$ cat config.mk
export PLATFORM = sky130hd
export DESIGN_NAME = hack_cpu_ctrl
export DESIGN_NICKNAME = d
export VERILOG_FILES = /design/src/rtl/hack_pkg.sv /design/src/rtl/hack_cpu_ctrl_alu.sv /design/src/rtl/hack_cpu_ctrl.sv
export SDC_FILE = /design/constraint.sdc
export NUM_CORES = 1
export LEC_CHECK = 0
export BUFFER_PORTS_ARGS = -buffer_cell sky130_fd_sc_hd__buf_2
export CAP_MARGIN = 10
export CORE_MARGIN = 2
export CORE_UTILIZATION = 55
export CTS_CLUSTER_SIZE = 30
export DETAILED_ROUTE_END_ITERATION = 16
export PLACE_DENSITY_LB_ADDON = 0.15
export SETUP_SLACK_MARGIN = 0.15
export SYNTH_ARGS = -nofsm -noshare
export SYNTH_HDL_FRONTEND = slang
export SYNTH_SLANG_ARGS = --single-unit
$ cat constraint.sdc
create_clock -name clk -period 5.8 [get_ports clk]
set_input_delay 0.87 -clock clk [delete_from_list [all_inputs] [get_ports clk]]
set_output_delay 0.87 -clock clk [all_outputs]
set_load 0.005 [all_outputs]
$ cat src/rtl/hack_pkg.sv
// hack_pkg: Hack ISA widths, instruction field positions, controller state encoding
// and the jump-condition helper shared by the CPU controller and its ALU.
package hack_pkg;

    localparam int DATA_W  = 16;
    localparam int ADDR_W  = 15;

    localparam int C_BIT   = 15;
    localparam int A_BIT   = 12;
    localparam int COMP_HI = 11;
    localparam int COMP_LO = 6;
    localparam int DEST_A  = 5;
    localparam int DEST_D  = 4;
    localparam int DEST_M  = 3;
    localparam int JUMP_HI = 2;
    localparam int JUMP_LO = 0;

    typedef enum logic [2:0] {
        BOOT,
        FETCH,
        DECODE,
        MEM_RD,
        EXEC,
        MEM_WR
    } state_t;

    function automatic logic jump_taken(input logic [2:0] j, input logic zr, input logic ng);
        return (j[2] & ng) | (j[1] & zr) | (j[0] & ~ng & ~zr);
    endfunction

endpackage

$ cat src/rtl/hack_cpu_ctrl_alu.sv
// hack_cpu_ctrl_alu: the Hack combinational ALU (zx/nx/zy/ny/f/no) with zero and
// negative flags on its result.
module hack_cpu_ctrl_alu
    import hack_pkg::*;
(
    input  logic [DATA_W-1:0] x,
    input  logic [DATA_W-1:0] y,
    input  logic              zx,
    input  logic              nx,
    input  logic              zy,
    input  logic              ny,
    input  logic              f,
    input  logic              no,
    output logic [DATA_W-1:0] out,
    output logic              zr,
    output logic              ng
);

    logic [DATA_W-1:0] xz, xn, yz, yn, fo;

    assign xz  = zx ? '0 : x;
    assign xn  = nx ? ~xz : xz;
    assign yz  = zy ? '0 : y;
    assign yn  = ny ? ~yz : yz;
    assign fo  = f ? xn + yn : xn & yn;
    assign out = no ? ~fo : fo;
    assign zr  = out == '0;
    assign ng  = out[DATA_W-1];

endmodule

$ cat src/rtl/hack_cpu_ctrl.sv
// hack_cpu_ctrl: multi-cycle Hack CPU core holding A/D/PC, sequencing fetch, decode,
// data-memory read/write and jump evaluation around the combinational ALU.
module hack_cpu_ctrl
    import hack_pkg::*;
(
    input  logic              clk,
    input  logic              rst_n,
    output logic              instr_req,
    output logic [ADDR_W-1:0] instr_addr,
    input  logic              instr_valid,
    input  logic [DATA_W-1:0] instr_rdata,
    output logic              mem_req,
    output logic              mem_we,
    output logic [ADDR_W-1:0] mem_addr,
    output logic [DATA_W-1:0] mem_wdata,
    input  logic              mem_ready,
    input  logic [DATA_W-1:0] mem_rdata,
    output logic [ADDR_W-1:0] pc,
    output logic [DATA_W-1:0] a_reg,
    output logic [DATA_W-1:0] d_reg
);

    state_t            state, state_nx;
    logic [DATA_W-1:0] ir, m_reg, w_reg;
    logic [ADDR_W-1:0] h_reg;
    logic              zr_reg, ng_reg;
    logic [DATA_W-1:0] alu_y, alu_out;
    logic              alu_zr, alu_ng;
    logic [2:0]        jbits;

    assign alu_y = ir[A_BIT] ? m_reg : a_reg;
    assign jbits = ir[JUMP_HI:JUMP_LO];

    hack_cpu_ctrl_alu u_alu (
        .x   (d_reg),
        .y   (alu_y),
        .zx  (ir[COMP_HI]),
        .nx  (ir[COMP_HI-1]),
        .zy  (ir[COMP_HI-2]),
        .ny  (ir[COMP_HI-3]),
        .f   (ir[COMP_HI-4]),
        .no  (ir[COMP_LO]),
        .out (alu_out),
        .zr  (alu_zr),
        .ng  (alu_ng)
    );

    // Handshake outputs depend only on state and registers, never on inputs.
    assign instr_req  = state == FETCH;
    assign instr_addr = pc;
    assign mem_req    = (state == MEM_RD) || (state == MEM_WR);
    assign mem_we     = state == MEM_WR;
    assign mem_addr   = (state == MEM_WR) ? h_reg : a_reg[ADDR_W-1:0];
    assign mem_wdata  = w_reg;

    always_ff @(posedge clk or negedge rst_n) begin
        if (!rst_n) state <= BOOT;
        else        state <= state_nx;
    end

    always_comb begin
        state_nx = state;
        case (state)
            BOOT:    state_nx = FETCH;
            FETCH:   state_nx = instr_valid ? DECODE : FETCH;
            DECODE:  state_nx = !ir[C_BIT] ? FETCH : ir[A_BIT] ? MEM_RD : EXEC;
            MEM_RD:  state_nx = mem_ready ? EXEC : MEM_RD;
            EXEC:    state_nx = ir[DEST_M] ? MEM_WR : FETCH;
            MEM_WR:  state_nx = mem_ready ? FETCH : MEM_WR;
            default: state_nx = BOOT;
        endcase
    end

    // H keeps the pre-write A so a jump or M write uses the address the instruction saw.
    always_ff @(posedge clk or negedge rst_n) begin
        if (!rst_n) begin
            pc     <= '0;
            a_reg  <= '0;
            d_reg  <= '0;
            ir     <= '0;
            m_reg  <= '0;
            w_reg  <= '0;
            h_reg  <= '0;
            zr_reg <= 1'b0;
            ng_reg <= 1'b0;
        end else begin
            case (state)
                FETCH: if (instr_valid) ir <= instr_rdata;
                DECODE: if (!ir[C_BIT]) begin
                    a_reg <= {1'b0, ir[ADDR_W-1:0]};
                    pc    <= pc + ADDR_W'(1);
                end
                MEM_RD: if (mem_ready) m_reg <= mem_rdata;
                EXEC: begin
                    w_reg  <= alu_out;
                    h_reg  <= a_reg[ADDR_W-1:0];
                    zr_reg <= alu_zr;
                    ng_reg <= alu_ng;
                    if (ir[DEST_A]) a_reg <= alu_out;
                    if (ir[DEST_D]) d_reg <= alu_out;
                    if (!ir[DEST_M])
                        pc <= jump_taken(jbits, alu_zr, alu_ng) ? a_reg[ADDR_W-1:0] : pc + ADDR_W'(1);
                end
                MEM_WR: if (mem_ready)
                    pc <= jump_taken(jbits, zr_reg, ng_reg) ? h_reg : pc + ADDR_W'(1);
                default: ;
            endcase
        end
    end

endmodule

==> metrics.txt <==
status=complete, no violations; R2R depth=17; Post-Syn Nets=910; Final Hold Viols=0; Tmin final=4.95 ns; Worst-Margin Slew=1.23 ns; post-CTS setup buffers=0; hold_buf cts=0; Hold Slack=0.475 ns; Inst Count DP=1107; cells along the critical path=mux2i_1 -> nor2_1 -> xor2_1 -> ha_1 -> inv_1 -> fa_1 -> and2b_1 -> o2111ai_1 -> a311oi_1 -> nor4_1 -> or4_1 -> a22oi_1 -> nand4_1 -> a31oi_2 -> buf_4 -> nor4b_1 -> a211o_1; CP Data Arrival Time=5.25 ns; WL final=21.5 mm; register clock-pin slew on the reported worst setup and hold paths=0.06 ns; Iter 0 DRT Violations=605; final worst path period share=0.853; endpoints failing setup=0; Ant. Diodes=0; f_max=202 MHz; CTS resizes=0; Hold Startpoint=mem_wdata[9]$_DFFE_PN0P_; Cell Area, Placed=0.00827 sq mm; area grow syn2layout=16.8%; largest net degree at the start of global routing=73; sequential share of the synthesized area=0.374; count leader, synth=dfrtp_1; Worst-Skew Late Latency=0.43 ns; number of fill cells in the layout=1169; asr flop ratio synth=1.00; CTS sink cnt=114; share of cells above drive strength 1=0.249; DRC viols=0; Layout Nets=1000; Clock Path Buffers=2; io pins=132; main flop type after synthesis=dfrtp_1; most frequent cells after synthesis=dfrtp_1, nor2_1, nand2_1, mux2_2, clkbuf_1; Vias/cell=6.01; Die Ht=122 um; global route overflow=0; core area=0.0137 sq mm; GPL Wtd Cong=0.931; Final Cell Area=0.00892 sq mm; Post-Layout Cell Count=1138; Port Buffers=131; crit path kind=reg2reg; Slew HR=0.180; post-DR wirelength/cell=18.9 um; full die area=0.0148 sq mm; chip width=122 um; nature of the critical path startpoint=flop; Netlist cell types=65; Initial DRT Pass Iterations=5; flop and latch count out of synthesis=114; setup TNS=0 ns; Mapped Cells=856; Root Driver=clkbuf_16; Post-DP HPWL=15.0 mm; Synth top area share=0.374; worst min path class=reg2reg; remaining antenna violation count=0; total track usage=0.297; Max-cap violations=0; vias=6839; CP Launch Point=ir[12]$_DFFE_PN0P_; Reg2Reg Launch Point=ir[12]$_DFFE_PN0P_; top area cells in the synthesized netlist=dfrtp_1, mux2_2, nor2_1; H-tree levels=4; vias in the first global route=6160; Post-synth EDFFs=0; Worst Path Required=6.11 ns; TritonCTS Buffers=17; first-pass GRT wire length=33.7 mm; initial antenna violation count=0; Max Fanout on Critical Path=29; Synth area leader=dfrtp_1; Hold Path Cell Cnt=2; Setup crit end kind=flop; Cell Area, Synth=0.00764 sq mm; Critical Path Max Stage Delay=0.61 ns; Initial Util=0.557; Clock Skew=0.00640 ns; synth warn=0; num rows=43; syn avg cell area=8.92 sq um; CTS tree=yes; RSZ-0062 raised after global routing=false; max-slew violations=0; CP max-delay cell=dfrtp_1
[critical path, delay by kind of cell (launching register included)]
family	cells	cell delay (ns)
mux	1	0.24
flops	1	0.61
compound gates	5	1.55
fa+ha+maj	2	0.63
buf+inv	2	0.41
xor+xnor	1	0.17
simple gates	6	1.19
[area by class of cell]
type / instances / area [sq um] / share of cell area
clock buffers: 19 / 453 / 0.0508
clock inverters: 12 / 205 / 0.0230
inverters: 17 / 63.8 / 0.00715
multi-input cells: 653 / 4380 / 0.490
flip-flops and latches: 114 / 2850 / 0.320
well taps: 180 / 225 / 0.0252
repair buffers: 143 / 748 / 0.0838
[logic make-up after synthesis]
kind of cell / share of synthesized area
compound gates: 0.179
mux: 0.101
buf+inv: 0.0559
flops: 0.374
fa+ha+maj: 0.0305
xor+xnor: 0.0654
simple gates: 0.195
[path summary, 6_finish.rpt]
path	to	slack, ns
worst min register to register	mem_wdata[9]$_DFFE_PN0P_	0.48
worst max-delay path	instr_addr[11]$_DFFE_PN0P_	0.85
min in group asynchronous	d_reg[3]$_DFFE_PN0P_	0.57
worst min-delay path	mem_wdata[9]$_DFFE_PN0P_	0.48
max in group asynchronous	h_reg[4]$_DFFE_PN0P_	4.10
worst max register to register	instr_addr[11]$_DFFE_PN0P_	0.85
[placed cells by master (no fill, tap or decap), drive strengths merged, types with 4 or more instances in the layout]
cell / instances
o211ai: 7
a221oi: 14
xor2: 27
inv: 18
nand2: 101
dfrtp: 114
xnor2: 30
nor3b: 5
o21a: 6
nand4: 8
clkbuf: 19
nand3: 16
nand2b: 22
a22o: 14
o21ai: 31
a211oi: 4
a21o: 17
a21oi: 41
buf: 143
a211o: 15
a31oi: 7
mux2: 49
clkinv: 4
nand3b: 6
nor2: 108
nor3: 10
a311oi: 4
nor4b: 10
bufinv: 5
ha: 17
or3: 4
and3: 4
mux2i: 22
nor2b: 9
[layer usage]
| metal | up-vias | global-route usage | share of wire |
|---|---|---|---|
| met5 | - | 0 | 0 |
| met4 | 0 | 0.0711 | 0.016 |
| met3 | 32 | 0.0627 | 0.076 |
| met2 | 306 | 0.433 | 0.43 |
| met1 | 3292 | 0.450 | 0.47 |
| li1 | 3209 | - | - |
[per-stage QoR]
step | util | setup slack, ns
after global placement | 0.602 | 1.13
after floorplan | - | 1.33
after CTS | 0.650 | 0.881
after detailed placement | 0.602 | 0.979
final | 0.650 | 0.853
after global routing | 0.650 | 0.425
Power is not shown: default switching activity piles up to over one toggle a cycle in this logic, so the estimate is an artifact.
